--- config.mk ---
export PLATFORM = sky130hd
export DESIGN_NAME = imm_extend_unit_flat
export DESIGN_NICKNAME = d
export VERILOG_FILES = /design/src/rtl/imm_ext_pkg.sv /design/src/rtl/imm_extend_unit_if.sv /design/src/rtl/imm_ext_core.sv /design/src/rtl/imm_extend_unit.sv /design/src/flat_wrapper.sv
export SDC_FILE = /design/constraint.sdc
export NUM_CORES = 1
export LEC_CHECK = 0
export BUFFER_PORTS_ARGS = -buffer_cell sky130_fd_sc_hd__buf_2
export CORE_AREA = 5 5 69 65
export DETAILED_ROUTE_END_ITERATION = 12
export DIE_AREA = 0 0 74 70
export GPL_TIMING_DRIVEN = 1
export PLACE_DENSITY = 0.83
export SKIP_CTS_REPAIR_TIMING = 1
export SYNTH_ARGS = -nofsm -noshare
export SYNTH_HDL_FRONTEND = slang
export SYNTH_HIERARCHICAL = 1
export SYNTH_SLANG_ARGS = --single-unit
--- constraint.sdc ---
create_clock -name clk -period 2 [get_ports clk]
set_input_delay 0.6 -clock clk [delete_from_list [all_inputs] [get_ports clk]]
set_output_delay 0.6 -clock clk [all_outputs]
set_load 0.01 [all_outputs]
--- src/rtl/imm_ext_pkg.sv ---
// Shared types for the immediate extender: extend modes, pipe states and the branch shift.
// Imported by the interface, the arithmetic core and the top level.
package imm_ext_pkg;

  typedef enum logic [1:0] {
    EXT_ZERO   = 2'd0,
    EXT_SIGN   = 2'd1,
    EXT_UPPER  = 2'd2,
    EXT_BRANCH = 2'd3
  } ext_mode_e;

  // Occupancy of the output pipe; FULL is reachable only in the skid build.
  typedef enum logic [1:0] {
    ST_EMPTY = 2'd0,
    ST_ONE   = 2'd1,
    ST_FULL  = 2'd2
  } skid_state_e;

  localparam int BRANCH_SHIFT = 2;

endpackage

--- src/rtl/imm_extend_unit_if.sv ---
// Handshake bundle between decode (master) and the immediate extender (slave).
// Widths are parameters and must match the extender instance they are bound to.
interface imm_extend_unit_if
  import imm_ext_pkg::*;
#(
  parameter int IN_W  = 16,
  parameter int OUT_W = 32,
  parameter int TAG_W = 4
) ();

  // Valid/ready: a beat moves on a rising edge where valid && ready; the sender
  // holds its payload stable while valid is high and ready is low.
  logic             in_valid;
  logic             in_ready;
  logic [IN_W-1:0]  in_imm;
  ext_mode_e        in_mode;
  logic [TAG_W-1:0] in_tag;
  logic             out_valid;
  logic             out_ready;
  logic [OUT_W-1:0] out_data;
  logic [TAG_W-1:0] out_tag;

  modport slave (
    input  in_valid, in_imm, in_mode, in_tag, out_ready,
    output in_ready, out_valid, out_data, out_tag
  );

  modport master (
    output in_valid, in_imm, in_mode, in_tag, out_ready,
    input  in_ready, out_valid, out_data, out_tag
  );

endinterface

--- src/rtl/imm_ext_core.sv ---
// Combinational mode arithmetic: widens an IN_W immediate to OUT_W according to the mode.
module imm_ext_core
  import imm_ext_pkg::*;
#(
  parameter int IN_W  = 16,
  parameter int OUT_W = 32
) (
  input  logic [IN_W-1:0]  i_imm,
  input  ext_mode_e        i_mode,
  output logic [OUT_W-1:0] o_result
);

  localparam int N = OUT_W - IN_W;

  logic [OUT_W-1:0] w_zero;
  logic [OUT_W-1:0] w_sign;
  logic [OUT_W-1:0] w_upper;
  logic [OUT_W-1:0] w_branch;

  assign w_zero   = {{N{1'b0}}, i_imm};
  assign w_sign   = {{N{i_imm[IN_W-1]}}, i_imm};
  assign w_upper  = {i_imm, {N{1'b0}}};
  // Shifting at full width drops the two top bits of the sign-extended value.
  assign w_branch = w_sign << BRANCH_SHIFT;

  always_comb begin
    o_result = w_zero;
    unique case (i_mode)
      EXT_ZERO:   o_result = w_zero;
      EXT_SIGN:   o_result = w_sign;
      EXT_UPPER:  o_result = w_upper;
      EXT_BRANCH: o_result = w_branch;
      default:    o_result = w_zero;
    endcase
  end

endmodule

--- src/rtl/imm_extend_unit.sv ---
// Pipelined immediate extender with one cycle of latency behind a valid/ready handshake.
// Build option IMM_EXT_SKID_EN: two-entry skid buffer with registered in_ready.
module imm_extend_unit
  import imm_ext_pkg::*;
#(
  parameter int IN_W  = 16,
  parameter int OUT_W = 32,
  parameter int TAG_W = 4
) (
  input  logic              clk,
  input  logic              rst_n,
  imm_extend_unit_if.slave  bus,
  output skid_state_e       o_dbg_state
);

  if (IN_W < 2 || OUT_W < IN_W + 2) begin : g_bad_params
    $error("imm_extend_unit: need IN_W >= 2 and OUT_W >= IN_W + 2");
  end

  logic [OUT_W-1:0] w_result;
  skid_state_e      r_state;
  skid_state_e      w_state_nxt;
  logic             w_in_ready;
  logic             w_out_valid;
  logic             w_in_xfer;
  logic             w_out_xfer;
  logic             w_load_main;
  logic [OUT_W-1:0] r_main_data;
  logic [TAG_W-1:0] r_main_tag;

  imm_ext_core #(.IN_W(IN_W), .OUT_W(OUT_W)) u_core (
    .i_imm    (bus.in_imm),
    .i_mode   (bus.in_mode),
    .o_result (w_result)
  );

  assign w_out_valid = (r_state != ST_EMPTY);
  assign w_in_xfer   = bus.in_valid && w_in_ready;
  assign w_out_xfer  = w_out_valid && bus.out_ready;

`ifdef IMM_EXT_SKID_EN
  logic             r_in_ready;
  logic             w_load_skid;
  logic             w_skid_to_main;
  logic [OUT_W-1:0] r_skid_data;
  logic [TAG_W-1:0] r_skid_tag;

  assign w_in_ready = r_in_ready;
`else
  assign w_in_ready = !w_out_valid || bus.out_ready;
`endif

  always_comb begin
    w_state_nxt = r_state;
    w_load_main = 1'b0;
`ifdef IMM_EXT_SKID_EN
    w_load_skid    = 1'b0;
    w_skid_to_main = 1'b0;
`endif
    case (r_state)
      ST_EMPTY: begin
        if (w_in_xfer) begin
          w_state_nxt = ST_ONE;
          w_load_main = 1'b1;
        end
      end
      ST_ONE: begin
        if (w_in_xfer && w_out_xfer) begin
          w_load_main = 1'b1;
        end else if (w_out_xfer) begin
          w_state_nxt = ST_EMPTY;
`ifdef IMM_EXT_SKID_EN
        end else if (w_in_xfer) begin
          w_state_nxt = ST_FULL;
          w_load_skid = 1'b1;
`endif
        end
      end
`ifdef IMM_EXT_SKID_EN
      ST_FULL: begin
        if (w_out_xfer) begin
          w_state_nxt    = ST_ONE;
          w_skid_to_main = 1'b1;
        end
      end
`endif
      default: w_state_nxt = ST_EMPTY;
    endcase
  end

  always_ff @(posedge clk or negedge rst_n) begin
    if (!rst_n) begin
      r_state <= ST_EMPTY;
    end else begin
      r_state <= w_state_nxt;
    end
  end

`ifdef IMM_EXT_SKID_EN
  // Ready is decided from the next state so it never depends on this cycle's out_ready.
  always_ff @(posedge clk or negedge rst_n) begin
    if (!rst_n) begin
      r_in_ready <= 1'b0;
    end else begin
      r_in_ready <= (w_state_nxt != ST_FULL);
    end
  end

  always_ff @(posedge clk or negedge rst_n) begin
    if (!rst_n) begin
      r_skid_data <= '0;
      r_skid_tag  <= '0;
    end else if (w_load_skid) begin
      r_skid_data <= w_result;
      r_skid_tag  <= bus.in_tag;
    end
  end
`endif

  always_ff @(posedge clk or negedge rst_n) begin
    if (!rst_n) begin
      r_main_data <= '0;
      r_main_tag  <= '0;
    end else if (w_load_main) begin
      r_main_data <= w_result;
      r_main_tag  <= bus.in_tag;
`ifdef IMM_EXT_SKID_EN
    end else if (w_skid_to_main) begin
      r_main_data <= r_skid_data;
      r_main_tag  <= r_skid_tag;
`endif
    end
  end

  assign bus.in_ready  = w_in_ready;
  assign bus.out_valid = w_out_valid;
  assign bus.out_data  = r_main_data;
  assign bus.out_tag   = r_main_tag;
  assign o_dbg_state   = r_state;

endmodule

--- src/flat_wrapper.sv ---
// flat-port wrapper written by rule: the top's interface ports become plain ports
module imm_extend_unit_flat import imm_ext_pkg::*;
#(
  parameter int IN_W  = 16,
  parameter int OUT_W = 32,
  parameter int TAG_W = 4
)
  (clk, rst_n, o_dbg_state, bus_in_valid, bus_in_imm, bus_in_mode, bus_in_tag, bus_out_ready, bus_in_ready, bus_out_valid, bus_out_data, bus_out_tag);
  imm_extend_unit_if #(.IN_W(IN_W), .OUT_W(OUT_W), .TAG_W(TAG_W)) bus_i ();
  input  logic clk;
  input  logic rst_n;
  output skid_state_e o_dbg_state;
  input wire logic [$bits(bus_i.in_valid)-1:0] bus_in_valid;
  input wire logic [$bits(bus_i.in_imm)-1:0] bus_in_imm;
  input wire logic [$bits(bus_i.in_mode)-1:0] bus_in_mode;
  input wire logic [$bits(bus_i.in_tag)-1:0] bus_in_tag;
  input wire logic [$bits(bus_i.out_ready)-1:0] bus_out_ready;
  output wire logic [$bits(bus_i.in_ready)-1:0] bus_in_ready;
  output wire logic [$bits(bus_i.out_valid)-1:0] bus_out_valid;
  output wire logic [$bits(bus_i.out_data)-1:0] bus_out_data;
  output wire logic [$bits(bus_i.out_tag)-1:0] bus_out_tag;
  assign bus_i.in_valid = bus_in_valid;
  assign bus_i.in_imm = bus_in_imm;
  assign bus_i.in_mode = bus_in_mode;
  assign bus_i.in_tag = bus_in_tag;
  assign bus_i.out_ready = bus_out_ready;
  assign bus_in_ready = bus_i.in_ready;
  assign bus_out_valid = bus_i.out_valid;
  assign bus_out_data = bus_i.out_data;
  assign bus_out_tag = bus_i.out_tag;
  imm_extend_unit #(.IN_W(IN_W), .OUT_W(OUT_W), .TAG_W(TAG_W)) u_core (.clk(clk), .rst_n(rst_n), .bus(bus_i), .o_dbg_state(o_dbg_state));
endmodule
### Word-level counts from Yosys, hierarchy flattened

Index checks and enable logic that the tools add are counted.

* eq/ne operators: 7
* muxes and demuxes: 8
* reductions and logical operators: 9

Operators by type and width (number)
* $pmux W32 S4: 1
* $mux W2: 3
* $eq A2 B1 Y1 const B: 2
* $eq A2 B2 Y1 const B: 2
* $logic_not A2 Y1: 2
* $ne A2 B1 Y1 const B: 2
* $pmux W2 S2: 1
* $logic_and A1 B1 Y1: 3
* $reduce_and A3 Y1: 1
* $mux W1: 2
* $ne A2 B2 Y1 const B: 1
* $pmux W1 S2: 1
* $reduce_bool A2 Y1: 1
* $logic_not A1 Y1: 1
* $logic_or A1 B1 Y1: 1

* output and inout port bits: 40
* register bits: 38
* word-level logic and storage cells: 27

### Logic depth before layout (Yosys ltp)

Gate-level depths: netlist of run 1.

* depth after elaboration: 7
* gate-level depth with buffers: 5
* gate-level depth less buffers: 3

### Modules after synthesis

The synthesis of run 1 kept the hierarchy.

Modules (own cells, without submodules)
* imm_extend_unit: cells an instance 82, area an instance 1527.7 µm², instances 1
* imm_ext_core: cells an instance 42, area an instance 365.4 µm², instances 1

### Worst setup path after synthesis of run 1

Ideal clock, no wire load.

* kind: in2reg
* from: input port bus_in_imm[15]
* to: register u_core.r_main_data[17], in the netlist u_core/bus.out_data[17]
* stages on the path: 5
* arrival time: 1378 ps
* slack: 497 ps
* path through: and2_0 > buf_2 > buf_6 > a21o_1 > mux2_4

* word-level cells in the longest chain between the ends: 1

RTL lines
* from (decl): line flat_wrapper.sv:14 `input wire logic [$bits(bus_i.in_imm)-1:0] bus_in_imm;`
* $pmux W32 S4: line imm_ext_core.sv:28 `unique case (i_mode)`
* via u_core.w_result[17]: line imm_extend_unit.sv:20 `logic [OUT_W-1:0] w_result;`
* to (signal assigned): line imm_extend_unit.sv:125 `r_main_data <= w_result;`
* to (decl): line imm_extend_unit.sv:28 `logic [OUT_W-1:0] r_main_data;`

The timed path passes the listed nets, and every way through them passes these cells.
A chain may end at the register's enable or synchronous reset.

### Worst setup path in the final report of run 1

* from: input port bus_out_ready
* to: output port bus_in_ready

* word-level cells in the longest chain between the ends: 1

RTL lines
* from (decl): line flat_wrapper.sv:17 `input wire logic [$bits(bus_i.out_ready)-1:0] bus_out_ready;`
* $logic_or A1 B1 Y1: line imm_extend_unit.sv:50 `assign w_in_ready = !w_out_valid || bus.out_ready;`
* to (decl): line flat_wrapper.sv:18 `output wire logic [$bits(bus_i.in_ready)-1:0] bus_in_ready;`

No other way between the ends.

==> results of run 1 <==
==> stage by stage <==
| stage | hold WS [ps] | area (µm²) | total power [mW] | instances | worst slack, ps |
|---|---|---|---|---|---|
| 6_report | 244 | 2280 | 1.97 | 234 | 416 |
| 2_1_floorplan | 304 | 1890 | 1.27 | 124 | 497 |
| 4_1_cts | 252 | 2280 | 1.99 | 234 | 410 |
| 5_1_grt | 273 | 2280 | 2.07 | 234 | 400 |
| 3_5_place_dp | 492 | 2190 | 1.48 | 226 | 230 |
| 3_3_place_gp | 485 | 2190 | 1.46 | 226 | 270 |
==> area by class of cell <==
| class | instances | area, µm² |
|---|---|---|
| Fill cell | 291 | 1370 |
| Sequential cell | 37 | 926 |
| Clock buffer | 5 | 68.8 |
| Timing Repair Buffer | 66 | 348 |
| Multi-Input combinational cell | 76 | 857 |
| Clock inverter | 3 | 17.5 |
| Inverter | 1 | 3.75 |
| Tap cell | 46 | 57.6 |
==> cells in the mapped netlist <==
cell type,n,share of area
and2_0,1,0.0033
and2_4,1,0.0046
buf_6,5,0.030
and2b_4,1,0.0053
buf_8,2,0.016
buf_4,2,0.0079
o21a_1,1,0.0040
nand2_4,1,0.0059
a21o_1,10,0.040
dfrtp_1,37,0.49
conb_1,1,0.0020
mux2_1,1,0.0059
a22o_1,14,0.065
mux2_4,30,0.24
nand2b_1,1,0.0033
a21o_2,4,0.019
mux2_2,6,0.036
inv_2,1,0.0020
and2b_2,2,0.0093
buf_2,1,0.0026
a22o_2,1,0.0053
nand2b_4,1,0.0073
==> path summary, 6_finish.rpt <==
check / startpoint / endpoint / depth (start not counted)
max: bus_out_ready / bus_in_ready / 3
min: rst_n / u_core/bus.out_data[1] / 1
max reg2reg: u_core/o_dbg_state[0] / u_core/bus.out_data[22] / 4
min reg2reg: u_core/bus.out_data[23] / u_core/bus.out_data[23] / 1
max in group asynchronous: rst_n / u_core/bus.out_data[7] / 2
min in group clk: u_core/bus.out_data[23] / u_core/bus.out_data[23] / 1
==> power by group <==
part	internal, mW	switching, mW
Sequential	0.864	0.0672
Combinational	0.297	0.231
Clock	0.240	0.270
==> sequential cells by signal, indices dropped and copies added (netlist names) <==
signal	flops
u_core/bus.out_data	32
u_core/o_dbg_state	1
u_core/bus.out_tag	4
==> layer usage <==
metal | vias to the layer above | routed length, µm | share of wire
li1 | 574 | - | -
met1 | 613 | 1790 | 0.43
met2 | 49 | 1870 | 0.46
met3 | 12 | 352 | 0.086
met4 | 0 | 102 | 0.025
met5 | - | 0 | 0
==> kinds of logic (layout without fill, tap and decap cells) <==
logic type,count (synthesis),in the layout,synth area share
AO/OA/AOI/OAI,30,30,0.132
buffers and inverters,11,75,0.0582
flip-flops,37,37,0.489
multiplexers,37,37,0.280
other,1,1,0.00198
AND/OR/NAND/NOR,8,8,0.0390
==> cells in the final DEF (no fill, tap or decap), types with 2 or more instances in the layout <==
cell      instances
clkinv_2          2
buf_2            64
and2b_2           2
dfrtp_1          37
clkbuf_8          5
mux2_2            6
a21o_2            4
a22o_1           14
mux2_4           30
a21o_1           10
==> worst max-delay path: stages <==
cell and delay (ps):
buf_2 100, nand2b_4 150, buf_2 140
==> impl_metrics.py, run 1 <==
metrics = {
    "outcome": {
        "status": "complete, no violations",
    },
    "drt": {
        "ant_nets": 0,
        "drc": 0,
        "first_iter_violations": 92,
        "viasPerCell": 5.33,
        "dr_total_vias": 1248,
        "routed_wl_um": 4110,
        "wl_per_cell_um": 17.6,
        "dr.pass1.iters": 4,
    },
    "synthesis": {
        "synth_area_per_cell_um2": 15.3,
        "netlist_area_um2": 1890,
        "syn_inst": 124,
        "yosys_warnings": 6,
        "ys_seq_area_frac": 0.489,
        "ys_ff_latch": 37,
        "ys_types": 22,
        "synth_nets": 150,
    },
    "global_route": {
        "use_met2": 0.237,
        "grt_pass1_wl_um": 6560,
        "globalRouteMet3Util": 0.0516,
        "grt_util_met1": 0.223,
        "grt_pass1_vias": 1314,
        "grt_use_total": 0.166,
        "antenna_found_initial": 0,
        "top_usage_layer": "met2",
        "grt_max_degree": 37,
        "overflow": 0,
    },
    "timing": {
        "rsz0062_at_grt": "false",
        "fin_skew_ps": 5.67,
        "maxSlewViolCount": 0,
        "maxSlewHeadroom": 0.566,
        "timing_worst_slew_pin_value_ps": 651,
        "finalCritPeriodShare": 0.792,
        "fmax_mhz": 631,
        "fin_setup_tns_ps": 0,
        "setup_viol": 0,
        "final-hold-violation-count": 0,
        "min_period_ps": 1580,
    },
    "pwr": {
        "peakVddDrop_mv": 0.577,
        "power_density_nw_per_um2": 864,
        "p_leak_nw": 1.29,
    },
    "clock_tree": {
        "root_buffer": "clkbuf_8",
        "cts_buffers": 5,
        "worstSkewPairLatency_ps": 290,
        "clkSinkCount": 37,
        "h-tree-depth": 2,
        "cts_buffer_depth": 2,
        "cts_tree": "yes",
        "path_clk_slew_ps": 70,
    },
    "floorplan": {
        "pin_count": 66,
        "dieArea_um2": 5180,
        "die_x_um": 74,
        "num_rows": 21,
        "die_y_um": 70,
        "initial_core_util": 0.518,
        "core_area_um2": 3650,
    },
    "worst_setup_path": {
        "rrSetupSlack_ps": 680,
        "critical_path_class": "input pin to primary output",
        "arrival_ps": 980,
        "crit_fanout": 3,
        "cp.required_ps": 1400,
        "end_kind": "primary output",
        "start_kind": "input pin",
    },
    "cells_and_area": {
        "layout.nets": 213,
        "fin_util": 0.624,
        "diodes": 0,
        "syn_to_final_growth_pct": 20.4,
        "drive_gt1_frac": 0.649,
    },
    "placed_design": {
        "dpl.hpwl_um": 3130,
        "place.gp.congestion": 0.766,
        "portBuffers": 64,
    },
    "flow_run": {
        "drv_cap": 0,
    },
    "worst_hold_path": {
        "min_path_type": "input pin to asynchronous set/reset pin",
    },
}
No activity file was read; power rests on OpenSTA's default activity.
==> run 2: changes to the inputs <==
Settings changed: CORE_AREA 5 5 69 65 to 5 5 72 67, DIE_AREA 0 0 74 70 to 0 0 77 72, PLACE_DENSITY 0.83 to 0.77.
Clock period 2 ns to 1.6 ns, I/O delays scaled along.
==> impl_metrics.py, run 2 (synthesized netlist as in run 1, its figures left out) <==
metrics = {
    "outcome": {
        "status": "complete, no violations",
    },
    "timing": {
        "final-hold-violation-count": 0,
        "fmax_mhz": 705,
        "maxSlewViolCount": 0,
        "hold_slack_ps": 119,
        "fin_setup_tns_ps": 0,
        "rsz0062_at_grt": "false",
        "min_period_ps": 1420,
        "finalCritPeriodShare": 0.886,
        "setup_viol": 0,
        "worst_slack_ps": 182,
        "fin_skew_ps": 3.68,
    },
    "pwr": {
        "p_leak_nw": 1.31,
        "peakVddDrop_mv": 0.545,
        "clockPowerShare": 0.254,
        "seqPwrFrac": 0.471,
        "internal-power_mw": 1.77,
        "p_sw_frac": 0.282,
        "combPwrFrac": 0.275,
        "finalPower_mw": 2.47,
        "switchingPower_uw": 696,
        "power_density_nw_per_um2": 1060,
    },
    "placed_design": {
        "place.gp.congestion": 0.787,
        "dpl.hpwl_um": 3200,
        "portBuffers": 64,
        "place_worst_setup_slack_ps": 44.9,
    },
    "clock_tree": {
        "h-tree-depth": 2,
        "worstSkewPairLatency_ps": 290,
        "cts_buffers": 5,
        "cts_tree": "yes",
        "path_clk_slew_ps": 70,
        "root_buffer": "clkbuf_8",
        "cts_buffer_depth": 2,
        "clkSinkCount": 37,
    },
    "floorplan": {
        "initial_core_util": 0.474,
        "core_area_um2": 3990,
        "dieArea_um2": 5540,
        "pin_count": 66,
        "die_x_um": 77,
        "die_y_um": 72,
        "num_rows": 22,
    },
    "drt": {
        "wl_per_cell_um": 18.1,
        "drc": 0,
        "dr.pass1.iters": 6,
        "ant_nets": 0,
        "first_iter_violations": 55,
        "dr_total_vias": 1243,
        "viasPerCell": 5.20,
        "routed_wl_um": 4320,
    },
    "worst_setup_path": {
        "arrival_ps": 940,
        "cp.required_ps": 1120,
        "critical_path_class": "flop to primary output",
        "crit_fanout": 3,
        "start_kind": "flop",
        "end_kind": "primary output",
    },
    "global_route": {
        "grt_pass1_vias": 1391,
        "overflow": 0,
        "grt_use_total": 0.164,
        "grt_pass1_wl_um": 7210,
        "grt_max_degree": 22,
        "antenna_found_initial": 0,
    },
    "worst_hold_path": {
        "min_path_type": "input pin to asynchronous set/reset pin",
    },
    "cells_and_area": {
        "diodes": 0,
        "fillers": 330,
        "largest_reg_flops": 32,
        "layout_commonest_cell": "buf_2",
        "mostFrequentLayoutCells": "buf_2, dfrtp_1, mux2_4",
        "fin_util": 0.582,
        "drive_gt1_frac": 0.639,
        "syn_to_final_growth_pct": 22.7,
        "layout.nets": 216,
    },
    "flow_run": {
        "drv_cap": 0,
    },
}
==> run 2: cell types whose count changed in the layout (fill, tap and decap cells not counted), sizes merged <==
cell / delta
clkbuf: +3
buf: +3
clkinvlp: -1
clkinv: -2
==> run 2: path summary, 6_finish.rpt <==
kind                                       start                 endpoint  slack (ps)  cells past startpoint
setup / recovery           u_core/o_dbg_state[0]             bus_in_ready         180                      2
hold / removal                             rst_n  u_core/bus.out_data[21]         120                      1
max in group asynchronous                  rst_n    u_core/bus.out_tag[2]        1030                      2
setup reg to reg           u_core/o_dbg_state[0]  u_core/bus.out_data[13]         320                      4
min in group clk                   bus_in_tag[0]    u_core/bus.out_tag[0]         420                      2
hold reg to reg            u_core/bus.out_tag[3]    u_core/bus.out_tag[3]         510                      1
==> run 2: area by class of cell <==
cell class / count / area [µm²] / share of cell area
Timing Repair Buffer: 69 / 395 / 0.170
Inverter: 1 / 3.75 / 0.00162
Multi-Input combinational cell: 76 / 857 / 0.369
Clock buffer: 8 / 80.1 / 0.0345
Sequential cell: 37 / 926 / 0.399
Tap cell: 48 / 60.1 / 0.0259
==> run 2: metal layers <==
metal  global-route usage  vias up  wire length [µm]
met3               0.0608        4               305
met1                0.219      609              1930
met5                    0        -                 0
met4               0.0363        0                27
met2                0.256       46              2060
li1                     -      584                 -
==> run 2: stage by stage <==
step	instance area (µm²)	std cells
2_1_floorplan	1890	124
3_3_place_gp	2240	231
3_5_place_dp	2240	231
4_1_cts	2320	239
5_1_grt	2320	239
6_report	2320	239
==> run 2: power groups by stage <==
stage | logic (mW) | clock network [mW] | registers, mW
finish | 0.680 | 0.627 | 1.16
global route | 0.732 | 0.694 | 1.18
CTS | 0.691 | 0.640 | 1.16
detailed placement | 0.688 | 0 | 1.18
global placement | 0.673 | 0 | 1.17
floorplan | 0.350 | 0 | 1.24
==> run 2: worst max-delay path, cell delays in order, from the launching register on <==
cell	delay, ps
dfrtp_1	420
nand2b_4	100
buf_2	130
